==> config.mk <==
export PLATFORM = sky130hd
export DESIGN_NAME = div_fx
export DESIGN_NICKNAME = d
export VERILOG_FILES = /design/src/rtl/div_fx.sv
export SDC_FILE = /design/constraint.sdc
export NUM_CORES = 1
export LEC_CHECK = 0
export BUFFER_PORTS_ARGS = -buffer_cell sky130_fd_sc_hd__clkbuf_2
export CAP_MARGIN = 20
export CORE_ASPECT_RATIO = 0.8
export CORE_MARGIN = 5
export CORE_UTILIZATION = 40
export CTS_BUF_LIST = sky130_fd_sc_hd__clkbuf_2
export DETAILED_ROUTE_END_ITERATION = 6
export PLACE_DENSITY = 0.62
export SLEW_MARGIN = 20
export SYNTH_ARGS = -nofsm -noshare
export SYNTH_HDL_FRONTEND = slang
export SYNTH_SLANG_ARGS = --single-unit
==> constraint.sdc <==
create_clock -name clk -period 2.4 [get_ports clk]
set_input_delay 0.36 -clock clk [delete_from_list [all_inputs] [get_ports clk]]
set_output_delay 0.36 -clock clk [all_outputs]
set_load 0.05 [all_outputs]
==> src/rtl/div_fx.sv <==
// Fixed-point restoring divider, q = (a << P) / b, one quotient bit per clock, valid/ready on both sides.
// Optional build macro DIV_ROUND_EN adds a guard iteration and rounds half away from zero.
module div_fx #(
  parameter int IN_W   = 16,
  parameter int P      = 8,
  parameter bit SIGNED = 1'b0
) (
  input  logic              clk,
  input  logic              rst_n,
  input  logic              in_valid,
  output logic              in_ready,
  input  logic [IN_W-1:0]   a,
  input  logic [IN_W-1:0]   b,
  output logic              out_valid,
  input  logic              out_ready,
  output logic [IN_W+P-1:0] q,
  output logic [IN_W-1:0]   r,
  output logic              dbz,
  output logic              ovf
);

  localparam int N = IN_W + P;
`ifdef DIV_ROUND_EN
  localparam int ITER = N + 1;
`else
  localparam int ITER = N;
`endif
  localparam int CW = $clog2(ITER + 1);

  localparam logic [N:0]   POS_MAX   = {2'b00, {(N-1){1'b1}}};
  localparam logic [N:0]   NEG_MAG   = {2'b01, {(N-1){1'b0}}};
  localparam logic [N-1:0] POS_MAX_Q = {1'b0, {(N-1){1'b1}}};
  localparam logic [N-1:0] NEG_MIN_Q = {1'b1, {(N-1){1'b0}}};
  localparam logic [N-1:0] DBZ_Q     = SIGNED ? POS_MAX_Q : {N{1'b1}};

  typedef enum logic [1:0] {
    IDLE = 2'd0,
    RUN  = 2'd1,
    DONE = 2'd2
  } state_t;

  // One extra magnitude bit so that -2^(IN_W-1) does not wrap.
  function automatic logic [IN_W:0] mag_f(input logic [IN_W-1:0] v, input logic neg);
    logic [IN_W:0] ext;
    ext = {neg, v};
    if (neg) begin
      mag_f = (~ext) + {{IN_W{1'b0}}, 1'b1};
    end else begin
      mag_f = ext;
    end
  endfunction

  state_t          state_r, state_nx_s;
  logic [N-1:0]    dvd_r;
  logic [IN_W:0]   dvs_r;
  logic [IN_W:0]   rem_r;
  logic [N-1:0]    quo_r;
  logic [CW-1:0]   cnt_r;
  logic            sa_r, sb_r;
  logic            out_valid_r;
  logic [N-1:0]    q_r;
  logic [IN_W-1:0] r_r;
  logic            dbz_r, ovf_r;

  logic            sa_s, sb_s, b_zero_s, last_s, guard_it_s, ge_s, grd_s, neg_s;
  logic [IN_W+1:0] rem_sh_s, diff_s;
  logic [IN_W:0]   rem_nx_s;
  logic [N-1:0]    quo_nx_s;
  logic [N:0]      mag_s;
  logic [N-1:0]    q_res_s;
  logic            ovf_res_s;
  logic [IN_W-1:0] r_res_s;

  assign in_ready  = (state_r == IDLE);
  assign out_valid = out_valid_r;
  assign q         = q_r;
  assign r         = r_r;
  assign dbz       = dbz_r;
  assign ovf       = ovf_r;

  assign sa_s     = SIGNED && a[IN_W-1];
  assign sb_s     = SIGNED && b[IN_W-1];
  assign b_zero_s = (b == {IN_W{1'b0}});
  assign last_s   = (cnt_r == CW'(ITER - 1));
`ifdef DIV_ROUND_EN
  assign guard_it_s = (cnt_r == CW'(N));
`else
  assign guard_it_s = 1'b0;
`endif

  // The borrow out of the trial subtraction doubles as the compare result.
  assign rem_sh_s = {rem_r, dvd_r[N-1]};
  assign diff_s   = rem_sh_s - {1'b0, dvs_r};
  assign ge_s     = ~diff_s[IN_W+1];
  assign rem_nx_s = (ge_s && !guard_it_s) ? diff_s[IN_W:0] : (guard_it_s ? rem_r : rem_sh_s[IN_W:0]);
  assign quo_nx_s = guard_it_s ? quo_r : {quo_r[N-2:0], ge_s};
  assign grd_s    = guard_it_s && ge_s;
  assign neg_s    = sa_r ^ sb_r;
  assign r_res_s  = sa_r ? (IN_W'(0) - rem_nx_s[IN_W-1:0]) : rem_nx_s[IN_W-1:0];

  // Signed result with saturation, evaluated on the final iteration.
  always_comb begin
    mag_s     = {1'b0, quo_nx_s} + (N+1)'(grd_s);
    q_res_s   = mag_s[N-1:0];
    ovf_res_s = 1'b0;
    if (SIGNED) begin
      if (!neg_s && (mag_s > POS_MAX)) begin
        q_res_s   = POS_MAX_Q;
        ovf_res_s = 1'b1;
      end else if (neg_s && (mag_s > NEG_MAG)) begin
        q_res_s   = NEG_MIN_Q;
        ovf_res_s = 1'b1;
      end else if (neg_s) begin
        q_res_s = N'(0) - mag_s[N-1:0];
      end else begin
        q_res_s = mag_s[N-1:0];
      end
    end else if (mag_s[N]) begin
      q_res_s   = {N{1'b1}};
      ovf_res_s = 1'b1;
    end else begin
      q_res_s = mag_s[N-1:0];
    end
  end

  // Next-state logic.
  always_comb begin
    state_nx_s = state_r;
    case (state_r)
      IDLE: begin
        if (in_valid) begin
          state_nx_s = b_zero_s ? DONE : RUN;
        end else begin
          state_nx_s = IDLE;
        end
      end
      RUN: begin
        if (last_s) begin
          state_nx_s = DONE;
        end else begin
          state_nx_s = RUN;
        end
      end
      DONE: begin
        if (out_valid_r && out_ready) begin
          state_nx_s = IDLE;
        end else begin
          state_nx_s = DONE;
        end
      end
      default: state_nx_s = IDLE;
    endcase
  end

  // State register.
  always_ff @(posedge clk) begin
    if (!rst_n) begin
      state_r <= IDLE;
    end else begin
      state_r <= state_nx_s;
    end
  end

  // Datapath and result registers; a divide-by-zero result waits one cycle in DONE before out_valid.
  always_ff @(posedge clk) begin
    if (!rst_n) begin
      dvd_r       <= {N{1'b0}};
      dvs_r       <= {(IN_W+1){1'b0}};
      rem_r       <= {(IN_W+1){1'b0}};
      quo_r       <= {N{1'b0}};
      cnt_r       <= {CW{1'b0}};
      sa_r        <= 1'b0;
      sb_r        <= 1'b0;
      out_valid_r <= 1'b0;
      q_r         <= {N{1'b0}};
      r_r         <= {IN_W{1'b0}};
      dbz_r       <= 1'b0;
      ovf_r       <= 1'b0;
    end else begin
      case (state_r)
        IDLE: begin
          if (in_valid) begin
            dvd_r <= N'(mag_f(a, sa_s)) << P;
            dvs_r <= mag_f(b, sb_s);
            rem_r <= {(IN_W+1){1'b0}};
            quo_r <= {N{1'b0}};
            cnt_r <= {CW{1'b0}};
            sa_r  <= sa_s;
            sb_r  <= sb_s;
            if (b_zero_s) begin
              q_r   <= DBZ_Q;
              r_r   <= a;
              dbz_r <= 1'b1;
              ovf_r <= 1'b0;
            end
          end
        end
        RUN: begin
          dvd_r <= dvd_r << 1;
          rem_r <= rem_nx_s;
          quo_r <= quo_nx_s;
          cnt_r <= cnt_r + CW'(1);
          if (last_s) begin
            q_r         <= q_res_s;
            r_r         <= r_res_s;
            dbz_r       <= 1'b0;
            ovf_r       <= ovf_res_s;
            out_valid_r <= 1'b1;
          end
        end
        DONE: begin
          if (!out_valid_r) begin
            out_valid_r <= 1'b1;
          end else if (out_ready) begin
            out_valid_r <= 1'b0;
          end
        end
        default: out_valid_r <= 1'b0;
      endcase
    end
  end

endmodule

After elaboration in Yosys (flattened, before gate mapping)
Index checks and enable logic that the tools add are counted.
W data, S select, Z words.
{"block": "totals", "register_bits": 130, "inputBits": 36}
{"block": "classes", "add_sub_neg": 2, "eq_ne": 6, "n_mux": 33, "bitwise_logic": 2, "n_reduce_logical": 8}
{"op": "$mux W24", "count": 4}
{"op": "$pmux W24 S2", "count": 2}
{"op": "$mux W16", "count": 3}
{"op": "$pmux W23 S2", "count": 1}
{"op": "$mux W17", "count": 2}
{"op": "$pmux W17 S2", "count": 1}
{"op": "$pmux W16 S2", "count": 1}
{"op": "$mux W23", "count": 1}
{"op": "$sub A18 B16 Y18", "count": 1}
{"op": "$logic_not A16 Y1", "count": 1}
{"op": "$pmux W5 S2", "count": 1}
{"op": "$mux W1", "count": 8}
{"op": "$mux W2", "count": 4}
{"op": "$pmux W2 S3", "count": 1}
{"op": "$reduce_and A2 Y1", "count": 3}
{"op": "$add A5 B1 Y5 const B", "count": 1}
{"op": "$eq A5 B5 Y1 const B", "count": 1}
{"op": "$mux W5", "count": 1}
{"op": "$ne A2 B2 Y1 const B", "count": 2}
{"op": "$pmux W1 S2", "count": 2}
{"op": "$reduce_and A4 Y1", "count": 1}
{"op": "$pmux W1 S3", "count": 1}
{"op": "$eq A2 B1 Y1 const B", "count": 1}
{"op": "$eq A2 B2 Y1 const B", "count": 1}
{"op": "5 further kinds", "count": 6}

Longest topological paths before layout
{"block": "logic_depth", "word_depth": 4, "ltp_mapped": 13}

Worst setup path after synthesis
Ideal clock, no wire load.
{"block": "synth_timing", "kind": "register -> register", "from": "register dvs_r[14]", "to": "register r_r[14], in the netlist r[14]", "setup_ns": 0.121, "t_arrival_ns": 2.481, "t_required_ns": 2.279, "setup_slack_ns": -0.202, "stages_incl_launch_ff": 13, "path_cell_list": "dfxtp_1 inv_1 ha_1 a21o_1 a21oi_4 o211ai_2 mux2_4 or3_1 buf_2 buf_4 buf_6 a21oi_1 a21oi_1"}
{"block": "synth_via", "elab_chain_cells": 4}
{"element": "start: declaration", "line_no": "55", "text": "logic [IN_W:0] dvs_r;"}
{"element": "start signal: assignment", "line_no": "168", "text": "dvs_r <= {(IN_W+1){1'b0}};"}
{"element": "start signal: assignment", "line_no": "184", "text": "dvs_r <= mag_f(b, sb_s);"}
{"element": "$sub A18 B16 Y18", "line_no": "93", "text": "assign diff_s = rem_sh_s - {1'b0, dvs_r};"}
{"element": "$mux W17", "line_no": "95", "text": "assign rem_nx_s = (ge_s && !guard_it_s) ? diff_s[IN_W:0] : (guard_it_s ? rem_r : rem_sh_s[IN_W:0]);"}
{"element": "$mux W16", "line_no": "203", "text": "if (last_s) begin"}
{"element": "$pmux W16 S2", "line_no": "180", "text": "case (state_r)"}
{"element": "end signal: assignment", "line_no": "176", "text": "r_r <= {IN_W{1'b0}};"}
{"element": "end signal: assignment", "line_no": "205", "text": "r_r <= r_res_s;"}
{"element": "end: declaration", "line_no": "62", "text": "logic [IN_W-1:0] r_r;"}
Every way passes these cells. The select of a mux whose other input is x is not followed.
A chain may end at the register's enable or synchronous reset.

Worst setup path in the final report
{"block": "layout_timing", "from": "register dvs_r[6]", "to": "register r_r[12], in the netlist r[12]"}
The elaborated chain is that of the path after synthesis.

==> reports/qor.yml <==
setup_path:
  cp_slowest_cell: "dfxtp_2"
  worstSetupPathType: "reg -> reg"
  cp_cell_sequence: "inv_2 -> ha_4 -> nand4_1 -> a211oi_2 -> o32a_1 -> a211oi_2 -> buf_4 -> nor3_4 -> buf_6 -> buf_16 -> mux2i_4 -> a221oi_2"
  cp_max_fo: 5
  crit_arrival_ns: 3.24
  cp_common_cell: "a211oi_2"
  r2r_start: "dvs_r[6]"
  start_kind: "register"
  worstPathRequired_ns: 2.99
  cp_slowest_stage_delay_ns: 0.37
  cp-end-kind: "register"
  cpLargestDelayFamily: "compound AO/OA/AOI/OAI gates"
  critPathLaunch: "dvs_r[6]"
  worst-path-buf-inv: 4
sta:
  slew_violations: 0
  min_period_ns: 2.65
  period_share: 1.10
  tns_ns: -4.63
  fmax_mhz: 377
  setup_viol: 33
  worst_slew_pin_slew_ns: 0.711
  timing.hold.ws_ns: 0.238
  final.setup_skew_ns: 0.0244
  fin_ws_ns: -0.251
  worst_slew_margin_rel: 0.524
  rsz0062_at_grt: "true"
  hold_viol: 0
yosys:
  async_reset_ff_frac: 0
  ys_types: 55
  synth-seq-area-share: 0.412
  yosys_warnings: 0
  synth-edff-count: 0
  synth.net_count: 814
  syn-cell-area_um2: 5870
  synthCells: 756
  synth_area_per_cell_um2: 7.77
  synth-seq-cells: 121
  synth_flop_cell: "dfxtp_1"
clock_network:
  insertion_delay_ns: 0.69
  h-tree-depth: 4
  numCtsBuffers: 17
  clockBufferDepth: 2
  clk_pin_slew_worst_paths_ns: 0.19
  root_buffer: "clkbuf_2"
  cts_num_sinks: 121
  cts_tree: "built"
global_routing:
  antenna_found_initial: 0
  grt_max_degree: 61
  grtUsageTotal: 0.229
  grt_pass1_wl_mm: 32.8
  grt_pass1_vias: 6343
  grt-ovfl-total: 0
routing:
  vias: 6369
  wl_mm: 20.0
  ant_nets: 0
  wl_per_cell_um: 17.6
  avgViaCountPerCell: 5.63
  first_iter_violations: 543
  route.detailed.drc: 0
  drt-pass1-iter-count: 5
status:
  violations: "negative setup slack"
  outcome: "finished, violations left"
min_path:
  hp-start: "in_valid"
  hp-class: "in -> reg"
pwr:
  powerDensity_nw_per_um2: 658
  irDropWorstVdd_v: 0.000559
  p_leak_nw: 3.33
die:
  die_w_um: 145
  start_util: 0.409
  die_h_um: 118
  core-area_um2: 14300
  ios: 80
  die_area_um2: 17200
  core.rowCount: 39
cells_and_area:
  final_common_cell: "dfxtp_1"
  final_cell_mix: "104 x dfxtp_1, 95 x nand2_1, 95 x clkbuf_2, 87 x buf_4, 62 x nor2_1"
  drive_above_1_share: 0.346
  final_cells: 1132
  synthToLayoutAreaGrowth_pct: 44.7
  fillers: 1259
  num_antenna_cells: 0
  finalNetCount: 994
placement:
  gp_congestion: 0.858
  port_buffers: 78
  dp.cells: 1045
  dpl.hpwl_mm: 13.3
flow_run:
  cap_viol_max_count: 0
-- through the flow --
step | setup slack (ns) | utilization | instance area [um^2] | power [mW]
detailed placement | -0.274 | 0.491 | 7050 | 3.56
floorplan | -0.0856 | - | 5980 | 3.10
finish | -0.251 | 0.592 | 8500 | 5.59
global placement | -0.240 | 0.491 | 7050 | 3.54
global route | -0.329 | 0.592 | 8500 | 5.87
CTS | -0.207 | 0.573 | 8220 | 5.46
-- cell usage after synthesis (all sizes together) (3+ instances only) --
| library cell | n | area (um^2) |
|---|---|---|
| a211oi | 5 | 37.5 |
| a21oi | 68 | 355 |
| a31oi | 17 | 106 |
| and3 | 6 | 37.5 |
| buf | 16 | 81.3 |
| clkbuf | 42 | 159 |
| dfxtp | 121 | 2420 |
| ha | 21 | 263 |
| inv | 29 | 109 |
| mux2i | 6 | 60.1 |
| nand2 | 98 | 368 |
| nand2b | 6 | 37.5 |
| nand3 | 49 | 245 |
| nand4 | 21 | 131 |
| nor2 | 63 | 236 |
| nor3 | 18 | 95.1 |
| nor4 | 5 | 31.3 |
| o2111ai | 3 | 26.3 |
| o211ai | 8 | 65.1 |
| o21ai | 59 | 295 |
| o22ai | 23 | 144 |
| o41ai | 6 | 52.6 |
| or3 | 24 | 150 |
| xnor2 | 6 | 52.6 |
| xor2 | 8 | 70.1 |
-- layout make-up --
class | count | area (um^2) | area share
Tap cell | 184 | 230 | 0.0271
Inverter | 29 | 109 | 0.0128
Timing Repair Buffer | 219 | 1730 | 0.204
Sequential cell | 121 | 2450 | 0.288
Multi-Input combinational cell | 548 | 3720 | 0.437
Clock buffer | 17 | 85.1 | 0.0100
Clock inverter | 14 | 180 | 0.0212
-- per-layer routing --
metal	part of all wire	vias to the layer above	GRT usage	wire (um)
met5	0	-	0	0
met4	0.012	0	0.0583	248
met3	0.071	23	0.0631	1430
met2	0.46	223	0.357	9190
met1	0.46	3061	0.317	9110
li1	-	3062	-	-
-- flip-flops by register name, indices dropped and copies added (netlist names) --
name,cells
q,24
quo_r,23
rem_r,17
dvd_r,16
dvs_r,16
r,16
cnt_r,5
state_r,2
dbz,1
out_valid,1
-- kinds of logic after synthesis --
kind of cell	after synthesis	synth area share
AOI/OAI and AO/OA	205	0.208
other	1	0.000639
muxes	8	0.0147
and+or+nand+nor	298	0.236
buffers and inverters	87	0.0594
xor gates and xnor gates	14	0.0209
DFF	121	0.412
adders and majority gates	22	0.0481
-- power breakdown --
part	switching [mW]	total, mW	internal, mW
combinational	1.08	1.96	0.879
sequential	0.0590	2.17	2.11
clock	0.796	1.46	0.666
total	1.94	5.59	3.66
-- what timing repair did --
| action | CTS | global route |
|---|---|---|
| setup buffers | 9 | 8 |
| hold buffers | 34 | 0 |
| resized for setup | 87 | 46 |
| pin swaps | 37 | 30 |
| hold endpoints to repair | 43 | 0 |
| gates cloned | 5 | 1 |
| endpoints found under the setup margin | 35 | 43 |
-- worst register-to-register path, cell delays in order, from the launching register on --
cell      delay (ns)
dfxtp_2         0.37
inv_2           0.04
ha_4            0.30
nand4_1         0.10
a211oi_2        0.26
o32a_1          0.29
a211oi_2        0.10
buf_4           0.16
nor3_4          0.23
buf_6           0.20
buf_16          0.15
mux2i_4         0.26
a221oi_2        0.08
-- worst paths after layout --
kind                     to  slack [ns]  cells after the start
setup / recovery      r[12]       -0.25                     12
hold / removal    dvs_r[12]        0.24                      5
setup reg to reg      r[12]       -0.25                     12
hold reg to reg    dvs_r[5]        0.47                      2
Power figures use the tool's default switching activity.
